<file path="src/rtl/bus_arbiter_pkg.sv">
`default_nettype none
// ============================================================================
// Module   : bus_arbiter_pkg
// Brief    : Shared types and default constants for the shared-bus arbiter.
// Revision : 1.0 - initial release
// ============================================================================
package bus_arbiter_pkg;

    // Default number of requesting cores.
    localparam int NUM_CPU_DEF      = 4;
    // Default maximum number of consecutive cycles a single grant may last.
    localparam int ARB_MAX_HOLD_DEF = 16;

    // Arbiter FSM states.
    typedef enum logic [1:0] {
        ARB_IDLE    = 2'd0,
        ARB_GRANT   = 2'd1,
        ARB_RELEASE = 2'd2
    } arb_state_t;

endpackage
`default_nettype wire

</file>
<file path="src/rtl/bus_arbiter_rr_picker.sv">
`default_nettype none
// ============================================================================
// Module   : bus_arbiter_rr_picker
// Brief    : Combinational rotate-priority search. Finds the first set bit of
//            req at or after index ptr, wrapping modulo NUM_CPU.
// Revision : 1.0 - initial release
// ============================================================================
module bus_arbiter_rr_picker #(
    parameter int NUM_CPU = 4
) (
    input  logic [NUM_CPU-1:0]         req,
    input  logic [$clog2(NUM_CPU)-1:0] ptr,
    output logic [NUM_CPU-1:0]         win_onehot,
    output logic [$clog2(NUM_CPU)-1:0] win_idx,
    output logic                       found
);

    localparam int IDX_W = $clog2(NUM_CPU);

    int scan_idx;

    // Walk the request vector starting at ptr; the first hit wins.
    always_comb begin
        found      = 1'b0;
        win_idx    = '0;
        win_onehot = '0;
        scan_idx   = 0;
        for (int k = 0; k < NUM_CPU; k++) begin
            scan_idx = (int'(ptr) + k) % NUM_CPU;
            if (!found && req[IDX_W'(scan_idx)]) begin
                found   = 1'b1;
                win_idx = IDX_W'(scan_idx);
            end
        end
        if (found) begin
            win_onehot[win_idx] = 1'b1;
        end
    end

endmodule
`default_nettype wire

</file>
<file path="src/rtl/bus_arbiter.sv">
`default_nettype none
// ============================================================================
// Module   : bus_arbiter
// Brief    : Round-robin arbiter for the shared memory bus. Grants one core at
//            a time, holds the grant while its request stays high (bounded by
//            MAX_HOLD cycles), and inserts one dead cycle between owners.
// Revision : 1.0 - initial release
// ============================================================================
module bus_arbiter
    import bus_arbiter_pkg::*;
#(
    parameter int NUM_CPU  = NUM_CPU_DEF,
    parameter int MAX_HOLD = ARB_MAX_HOLD_DEF
) (
    input  logic                       clk,
    input  logic                       rst,
    input  logic [NUM_CPU-1:0]         req_arb,
    output logic [NUM_CPU-1:0]         gnt_arb,
    output logic [$clog2(NUM_CPU)-1:0] gnt_id,
    output logic                       bus_busy,
    output logic                       timeout_err
);

    localparam int ID_W   = $clog2(NUM_CPU);
    localparam int HOLD_W = $clog2(MAX_HOLD + 1);

    // Counter value at which the current grant has lasted MAX_HOLD cycles.
    localparam logic [HOLD_W-1:0] HOLD_LIMIT = HOLD_W'(MAX_HOLD - 1);
    localparam logic [HOLD_W-1:0] HOLD_SAT   = {HOLD_W{1'b1}};
    localparam logic [ID_W-1:0]   LAST_ID    = ID_W'(NUM_CPU - 1);

    arb_state_t          state_q, state_d;
    logic [ID_W-1:0]     ptr_q,   ptr_d;
    logic [HOLD_W-1:0]   hold_q,  hold_d;
    logic [NUM_CPU-1:0]  gnt_q,   gnt_d;
    logic [ID_W-1:0]     id_q,    id_d;
    logic                busy_q,  busy_d;
    logic                tmo_q,   tmo_d;

    logic [NUM_CPU-1:0]  pick_onehot;
    logic [ID_W-1:0]     pick_idx;
    logic                pick_found;

    bus_arbiter_rr_picker #(
        .NUM_CPU    (NUM_CPU)
    ) u_rr_picker (
        .req        (req_arb),
        .ptr        (ptr_q),
        .win_onehot (pick_onehot),
        .win_idx    (pick_idx),
        .found      (pick_found)
    );

    // Next-state and registered-output logic for the arbitration FSM.
    always_comb begin
        state_d = state_q;
        ptr_d   = ptr_q;
        hold_d  = hold_q;
        gnt_d   = gnt_q;
        id_d    = id_q;
        busy_d  = busy_q;
        tmo_d   = 1'b0;

        case (state_q)
            ARB_IDLE: begin
                if (pick_found) begin
                    gnt_d   = pick_onehot;
                    id_d    = pick_idx;
                    busy_d  = 1'b1;
                    hold_d  = '0;
                    // Move priority past the winner so it goes to the back of the line.
                    ptr_d   = (pick_idx == LAST_ID) ? '0 : pick_idx + ID_W'(1);
                    state_d = ARB_GRANT;
                end
            end

            ARB_GRANT: begin
                hold_d = (hold_q == HOLD_SAT) ? hold_q : hold_q + HOLD_W'(1);
                // A voluntary release wins over a timeout on the same edge.
                if (!req_arb[id_q]) begin
                    gnt_d   = '0;
                    busy_d  = 1'b0;
                    state_d = ARB_RELEASE;
                end else if (hold_q == HOLD_LIMIT) begin
                    gnt_d   = '0;
                    busy_d  = 1'b0;
                    tmo_d   = 1'b1;
                    state_d = ARB_RELEASE;
                end
            end

            ARB_RELEASE: begin
                // Single turnaround cycle with the bus undriven.
                state_d = ARB_IDLE;
            end

            default: begin
                gnt_d   = '0;
                busy_d  = 1'b0;
                state_d = ARB_IDLE;
            end
        endcase
    end

    // State and output registers, cleared asynchronously by the active-low reset.
    always_ff @(posedge clk or negedge rst) begin
        if (!rst) begin
            state_q <= ARB_IDLE;
            ptr_q   <= '0;
            hold_q  <= '0;
            gnt_q   <= '0;
            id_q    <= '0;
            busy_q  <= 1'b0;
            tmo_q   <= 1'b0;
        end else begin
            state_q <= state_d;
            ptr_q   <= ptr_d;
            hold_q  <= hold_d;
            gnt_q   <= gnt_d;
            id_q    <= id_d;
            busy_q  <= busy_d;
            tmo_q   <= tmo_d;
        end
    end

    assign gnt_arb     = gnt_q;
    assign gnt_id      = id_q;
    assign bus_busy    = busy_q;
    assign timeout_err = tmo_q;

endmodule
`default_nettype wire

</file>
<file path="config.mk">
export PLATFORM = sky130hd
export DESIGN_NAME = bus_arbiter
export DESIGN_NICKNAME = d
export VERILOG_FILES = /design/src/rtl/bus_arbiter_pkg.sv /design/src/rtl/bus_arbiter_rr_picker.sv /design/src/rtl/bus_arbiter.sv
export SDC_FILE = /design/constraint.sdc
export NUM_CORES = 1
export LEC_CHECK = 0
export CAP_MARGIN = 20
export CORE_MARGIN = 5
export CORE_UTILIZATION = 55
export DETAILED_ROUTE_END_ITERATION = 10
export PLACE_DENSITY_LB_ADDON = 0.25
export RECOVER_POWER = 50
export SETUP_SLACK_MARGIN = 0.3
export SYNTH_ARGS = -nofsm -noshare
export SYNTH_HDL_FRONTEND = slang
export SYNTH_SLANG_ARGS = --single-unit
</file>
<file path="constraint.sdc">
create_clock -name clk -period 4.3 [get_ports clk]
set_input_delay 0.86 -clock clk [delete_from_list [all_inputs] [get_ports clk]]
set_output_delay 0.86 -clock clk [all_outputs]
set_load 0.02 [all_outputs]
</file>
Yosys cells after proc, flatten, opt, wreduce, memory -nomap -nowiden
Index checks and enable logic that the tools add are counted.
Widths: inputs -> output; s select.
{ "word_totals": {"wordCells": 84, "regBits": 17} }
{ "op_classes": {"eq_ne": 8, "bitwise_logic": 1, "order_cmp": 7, "muxes": 43, "n_addsub": 5, "n_reduce_logical": 13} }
{ "ops": {"columns": ["operator", "n"], "rows": [
  ["$mux 1", 20],
  ["$lt 2x4->1 const B", 4],
  ["$mux 2", 8],
  ["$mux 4", 3],
  ["$pmux 4 s3", 1],
  ["$bmux 1 s2", 5],
  ["$mux 5", 2],
  ["$pmux 5 s2", 1],
  ["$lt 2x3->1 const B", 2],
  ["$reduce_and 3->1", 2],
  ["$add 5x1->5 const B", 1],
  ["$eq 5x4->1 const B", 1],
  ["$eq 5x5->1 const B", 1],
  ["$add 2x1->2 const B", 2],
  ["$add 2x2->2 const B", 2],
  ["$eq 2x2->1 const B", 2],
  ["$logic_and 1x1->1", 4],
  ["$ne 2x2->1 const B", 2],
  ["$pmux 2 s2", 1],
  ["$reduce_and 2->1", 2],
  ["$logic_not 1->1", 3],
  ["$ne 3x3->1 const B", 1],
  ["$pmux 1 s3", 1],
  ["$demux 1 s2", 1],
  ["5 further kinds", 5]
]} }

Depth between registers and ports, before layout
{ "depth": {"ltp_word": 19, "ltp_mapped": 7, "ltp_nobuf": 7} }

Modules after synthesis
From an unflattened synthesis, not the netlist that was laid out.
{ "unflattened": {"hier_cells": 111, "hier_area_um2": 1097.3} }
{ "modules_own_cells": {"columns": ["mod", "n_inst", "cells_per_inst", "area_per_inst_um2"], "rows": [
  ["bus_arbiter", 1, 79, 914.6],
  ["bus_arbiter_rr_picker", 1, 32, 182.7]
]} }

Worst setup path after synthesis
OpenSTA, ideal clock, no wires.
{ "synth_timing": {"path_type": "in2reg", "startpoint": "in req_arb[1]", "endpoint": "reg gnt_q[3] (netlist: gnt_arb[3])", "slack_ns": 2.226, "arrival_ns": 1.945, "stages": 5, "setup_ns": 0.129, "cell_sequence": "or4_4 > and2_1 > ha_1 > mux2i_1 > o2bb2ai_1"} }
{ "synth_via": {"elab_chain_len": 19, "elab_cells_between_ends": 39, "classes_between": "2 x order compare; 2 x eq/ne; 27 x mux; 8 x reduce/logical"} }
{ "synth_lines": {"columns": ["item", "line", "rtl"], "rows": [
  ["start: declaration", "bus_arbiter.sv:17", "input logic [NUM_CPU-1:0] req_arb,"],
  ["$bmux 1 s2", "bus_arbiter_rr_picker.sv:30", "if (!found && req[IDX_W'(scan_idx)]) begin"],
  ["$mux 1 (implied by the code) (2 in series)", "bus_arbiter_rr_picker.sv:30", null],
  ["$mux 1", "bus_arbiter_rr_picker.sv:30", null],
  ["$logic_not 1->1", "bus_arbiter_rr_picker.sv:30", null],
  ["$logic_and 1x1->1", "bus_arbiter_rr_picker.sv:30", null],
  ["$mux 1", "bus_arbiter_rr_picker.sv:30", null],
  ["$logic_not 1->1", "bus_arbiter_rr_picker.sv:30", null],
  ["$logic_and 1x1->1", "bus_arbiter_rr_picker.sv:30", null],
  ["[... 3 more ...]", null, null],
  ["$mux 2 (*)", "bus_arbiter_rr_picker.sv:30", null],
  ["via pick_idx[0]", "bus_arbiter.sv:41", "logic [ID_W-1:0] pick_idx;"],
  ["$lt 2x3->1 (implied by the code) / $ge 2x1->1 (equally long branches)", "bus_arbiter_rr_picker.sv:36", "win_onehot[win_idx] = 1'b1;"],
  ["$logic_and 1x1->1 (implied by the code)", "bus_arbiter_rr_picker.sv:36", null],
  ["$mux 1 (implied by the code)", "bus_arbiter_rr_picker.sv:36", null],
  ["$demux 1 s2 (*)", null, null],
  ["$mux 4 (*)", "bus_arbiter.sv:66", "if (pick_found) begin"],
  ["$pmux 4 s3 (*)", "bus_arbiter.sv:64", "case (state_q)"],
  ["end signal: assignment", "bus_arbiter.sv:119", "gnt_q <= gnt_d;"],
  ["end: declaration", "bus_arbiter.sv:35", "logic [NUM_CPU-1:0] gnt_q, gnt_d;"]
]} }
The timed path passes the listed nets; every way through them passes the cells marked *. The select of a mux whose other input is x is not followed.
A chain may end at the register's enable or synchronous reset.

Worst setup path in the final report
Ends and elaborated chain as after synthesis.

==> metrics <==
normalized max-slew margin=46.6%; worst path cell trace=dlygate4sd3_1, or4_1, and2_1, ha_1, mux2i_1, o2bb2ai_1; post-route ant nets=0; synthesized net count=104; CTS tree=built; Die Span Y=52.9 µm; fillers=149; chip width=52.9 µm; asr flop ratio synth=100%; status=finished, final reports clean; DR vias=736; Rows=15; Unique masters post-synth=32; most frequent cells after synthesis=dfrtp_1, ha_1, inv_1, nand2_1, nand2b_1; worst vdd ir=0.000382 V; total wire length=1950 µm; slowest stage delay, CP=0.60 ns; clk buf depth=2; Hold Slack=0.526 ns; Startpoint Class=input port; R2R Path End=hold_q[3]; Synth Flop Type=dfrtp_1; drt wl/cell=15.0 µm; CTS Buf Count=3; hpwl dp=1410 µm; Port Buffer Count=13; Fin. Hold Viols=0; Worst path slowest cell=dlygate4sd3_1; pre-CTS setup slack=1.53 ns; beginning of the worst hold path=gnt_arb[2]; setup bufs post-CTS=0; GRT Util Overall=16.5%; Worst R2R Setup Slack=2.47 ns; Starting Density=58.1%; hold path endpoint=gnt_arb[2]; reg2reg start=hold_q[0]; Tcrit/Tclk final=58.4%; power density over the cells=634 nW/µm²; routed vias/inst=5.66; f_max=398 MHz; post-layout min period=2.51 ns; CP endpoint kind=flop; total congestion overflow=0; WS Path Type=in2reg; total die area=2800 µm²; RePlAce Congestion=0.855; class of the worst hold path=reg2reg; Slew @ Worst Pin=0.799 ns; largest net degree at the start of global routing=18; cell area after synthesis=1010 µm²; number of synthesized register bits=17; # IOs=14; Setup TNS=0 ns; first-pass GRT wire length=3330 µm; Lkg Pwr=0.000550 µW; top-area cell type share of the netlist area=42.0%; # DRC=0; Placed Cells=126; n_diodes=0; post-synthesis sequential area ratio=42.0%; CP max FO=6; post-route total power=734 µW; Worst-Skew Late Latency=0.29 ns; layout cell share with drive strength beyond 1=8.57%; WP data required=4.47 ns; Clock Skew=0.000877 ns; core footprint=1750 µm²; clk sink count=17; footprint of the multi-input gates=526 µm²; initial antenna violation count=0; post-cts resize count=0; CTS clk-pin slew, worst paths=0.10 ns; Layout Cells excl Fill=130; number of nets in the layout=119; Top delay family on crit path=simple AND/OR/NAND/NOR gates; CTS H-Tree Depth=1; final setup vio count=0; Hold Path Depth=1; hold_buf cts=0; FF+latch area=425 µm²; Data arrival, critical path=2.68 ns; initial DRC count=14; Syn. warnings=0; top cells by area, synth=dfrtp_1, ha_1, mux2i_1; cell taking the most area after synthesis=dfrtp_1; final slew viol count=0; WP depth=6; number of global-route vias before repair=719; Reg2Reg Depth=6; CP Buf/Inv Count=1; RSZ-0062 raised after global routing=no; synth-to-layout area growth=14.3%; setup ws final=1.79 ns; Avg Inst Size Synth=11.1 µm²; most common cell in the netlist=dfrtp_1; Cells after Synth=91; CTS root buf=clkbuf_4; Post-synth EDFFs=0; Max-Cap Viols=0; Pre-antenna DRT Iters=4
metal layers:
metal  GRT usage (%)  vias to the layer above  share of wire [%]
met3            3.94                        5                4.6
li1                -                      363                  -
met2            25.6                       18                 44
met1            22.1                      350                 50
met5               0                        -                  0
met4            6.38                        0                1.6
power by group:
group / switching, µW / total [µW] / internal, µW
Clock: 50.0 / 84.6 / 34.6
Sequential: 76.7 / 295 / 218
Combinational: 174 / 355 / 181
Total: 301 / 734 / 433
state kept, by name (all words and copies together) (netlist names):
name / cells
ptr_q: 2
timeout_err: 1
gnt_arb: 4
bus_busy: 1
state_q: 2
hold_q: 5
gnt_id: 2
logic make-up after synthesis:
logic type      after synthesis  synth area share (%)
fa+ha+maj                     7                  8.64
buf+inv                       8                  4.44
simple gates                 27                  15.4
compound gates               25                  20.0
mux                           7                  9.51
flops                        17                  42.0
per-stage QoR:
stage	area [µm²]	utilization (%)
2_1_floorplan	1010	-
3_3_place_gp	1150	65.8
3_5_place_dp	1150	65.8
4_1_cts	1180	67.4
5_1_grt	1160	66.4
6_report	1160	66.4
cells in the final DEF, fill, tap and decap left out, drive strengths merged, types with 2 or more instances in the layout:
master and n:
a21o 4, a21oi 2, a22o 4, and2 2, clkbuf 3, clkdlybuf4s50 11, dfrtp 17, dlygate4sd3 2
ha 7, inv 5, mux2 2, mux2i 4, nand2 5, nand2b 5, nor2 5, nor2b 2
nor3 2, o21ai 5, o2bb2ai 4, o31ai 3
worst register-to-register path, stage by stage, from the launching register on:
cell      delay, ns
dfrtp_1        0.44
ha_1           0.23
and3_1         0.17
ha_1           0.27
nand4b_1       0.24
a21o_1         0.21
a22o_1         0.17
area by class of cell:
type,instances,share of cell area (%)
clock inverters,1,0.432
clock buffers,3,1.94
multi-input cells,66,45.4
flip-flops and latches,17,36.7
repair buffers,13,11.2
well taps,25,2.70
inverters,5,1.62
worst max path at each step:
stage	from	endpoint	slack, ns
2_1_floorplan	req_arb[1]	gnt_arb[3]	2.23
3_3_place_gp	req_arb[2]	gnt_arb[3]	1.62
3_5_place_dp	req_arb[2]	gnt_arb[2]	1.53
4_1_cts	req_arb[2]	gnt_arb[3]	1.85
5_1_grt	req_arb[1]	gnt_arb[3]	1.72
6_report	req_arb[1]	gnt_arb[3]	1.79
No activity file was read; power rests on OpenSTA's default activity.
==> patch (same flow settings) <==
`NUM_CPU_DEF`: 4 -> 2.
--- a/src/rtl/bus_arbiter_pkg.sv
+++ b/src/rtl/bus_arbiter_pkg.sv
@@ -8,5 +8,5 @@
 
     // Default number of requesting cores.
-    localparam int NUM_CPU_DEF      = 4;
+    localparam int NUM_CPU_DEF      = 2;
     // Default maximum number of consecutive cycles a single grant may last.
     localparam int ARB_MAX_HOLD_DEF = 16;
Ports: changed (resized gnt_arb, gnt_id and req_arb); port bits go from 14 to 9. The function was not compared with the original's and may differ.
==> patch against the unedited design <==
Die area is 28% lower. Count of clock-buffer cells in the layout grew 1. Register-to-register slack improved by 70 ps. Wire length fell by 35%. Clock skew increased by 3.6 ps. Setup slack gained 310 ps. Critical endpoint is now gnt_id. Final area is 32% lower. Power shrank 33%. Final cell count decreased by 33%. Sequential cell count shrank 4. Synthesized area shrank 34%.
==> patch: results (changes against the unedited design) <==
status completed; drt via density 5.95 (+5.2%); final net count 81 (-32%); Worst Tran Pin Value 560 ps (-239 ps); Reg clk slew, reported paths 80 ps (-20 ps); storage element area 325 µm² (-24%); Largest stage delay, worst path 630 ps (+30 ps); synth unique cells 24 (-25%); delay-heaviest family, CP buffers and inverters; GPL Wtd Cong 0.734 (-14%); sequential share of the synthesized area 0.486 (+0.0662); pre-CTS setup slack 2080 ps (+547 ps); ys flop type dfrtp_1; Routed WL 1.26 mm (-35%); CTS root buf clkbuf_4; antenna cells 0 (unchanged); final clock skew 4.49 ps (+3.62 ps); Commonest cells post-synth dfrtp_1 (13), nand2_1 (7), nor2_1 (5), a22o_1 (4); Cell Area, Placed 759 µm² (-34%); slowest stage cell, crit path clkdlybuf4s50_1; Post-Synthesis Cells 62 (-32%); peak supply drop 345 µV (-9.7%); fraction of layout cells with a size suffix above 1 0.0822 (-0.00352); Worst-Skew Late Latency 270 ps (-20 ps); Syn Nets 69 (-34%); post-CTS setup buffer count 0 (unchanged); Leak 0.000342 µW (-38%); ys async rst share 1.00 (unchanged); ranking of synthesized cells by area dfrtp_1 (49%), ha_1 (5.6%), a22o_1 (5.2%), a311o_1 (4.5%), nand2_1 (3.9%); GR Util All Layers 0.141 (-0.0239); initial DRC count 4 (-10); crit-path max FO 5 (-1); first-pass GRT wire length 2.00 mm (-40%); HPWL Detailed 861 µm (-39%); largest net degree at the start of global routing 17 (-1); # port buffers 8 (-5); vias in the first global route 450 (-37%); placed insts 83 (-34%); WP data arrival 1340 ps (-1340 ps); Synth top area share 0.486 (+0.0662); drt wl/cell 14.5 µm (-3.3%); fillers 97 (-35%)
[patch: cell types whose count changed after synthesis, moves of 3 or more]
cell | before | now
mux2i_1 | 4 | 1
ha_1 | 7 | 3
a311o_1 | 0 | 3
nand2b_1 | 5 | 0
a21o_1 | 3 | 0
nor3b_1 | 0 | 3
inv_1 | 5 | 2
dfrtp_1 | 17 | 13
o2bb2ai_1 | 4 | 0
[patch: final cells by class]
type	instances	share of cell area
well taps	14	0.0223
flip-flops and latches	13	0.414
multi-input cells	46	0.419
clock buffers	4	0.0334
repair buffers	8	0.102
inverters	2	0.00955
[patch: power by group]
group          leakage [µW]  switching [µW]  internal (µW)
Combinational      0.000161            87.2            105
Sequential         0.000166            60.1            164
Clock             0.0000150            37.7           35.9
[patch: metal layers]
metal,track usage,vias to the layer above,wire [µm]
li1,-,250,-
met1,0.181,248,598
met2,0.198,16,576
met3,0.0518,4,67
met4,0.0936,0,17
met5,0,-,0
[patch: path summary, 6_finish.rpt]
path | from | to | slack (ps) | cells past startpoint
setup / recovery | gnt_id | gnt_id | 2100 | 1
hold / removal | ptr_q | ptr_q | 540 | 1
setup reg to reg | hold_q[0] | hold_q[3] | 2540 | 5
hold reg to reg | ptr_q | ptr_q | 540 | 1
max in group asynchronous | rst | bus_busy | 2920 | 1
min in group asynchronous | rst | timeout_err | 1010 | 1
[patch: logic make-up (layout without fill, tap and decap cells)]
group / count (synthesis) / in the layout / synth area share
AOI/OAI and AO/OA: 15 / 15 / 0.170
xor gates and xnor gates: 1 / 1 / 0.0131
adders and majority gates: 3 / 3 / 0.0561
buffers and inverters: 3 / 14 / 0.0224
DFF: 13 / 13 / 0.486
muxes: 3 / 3 / 0.0486
and+or+nand+nor: 24 / 24 / 0.204
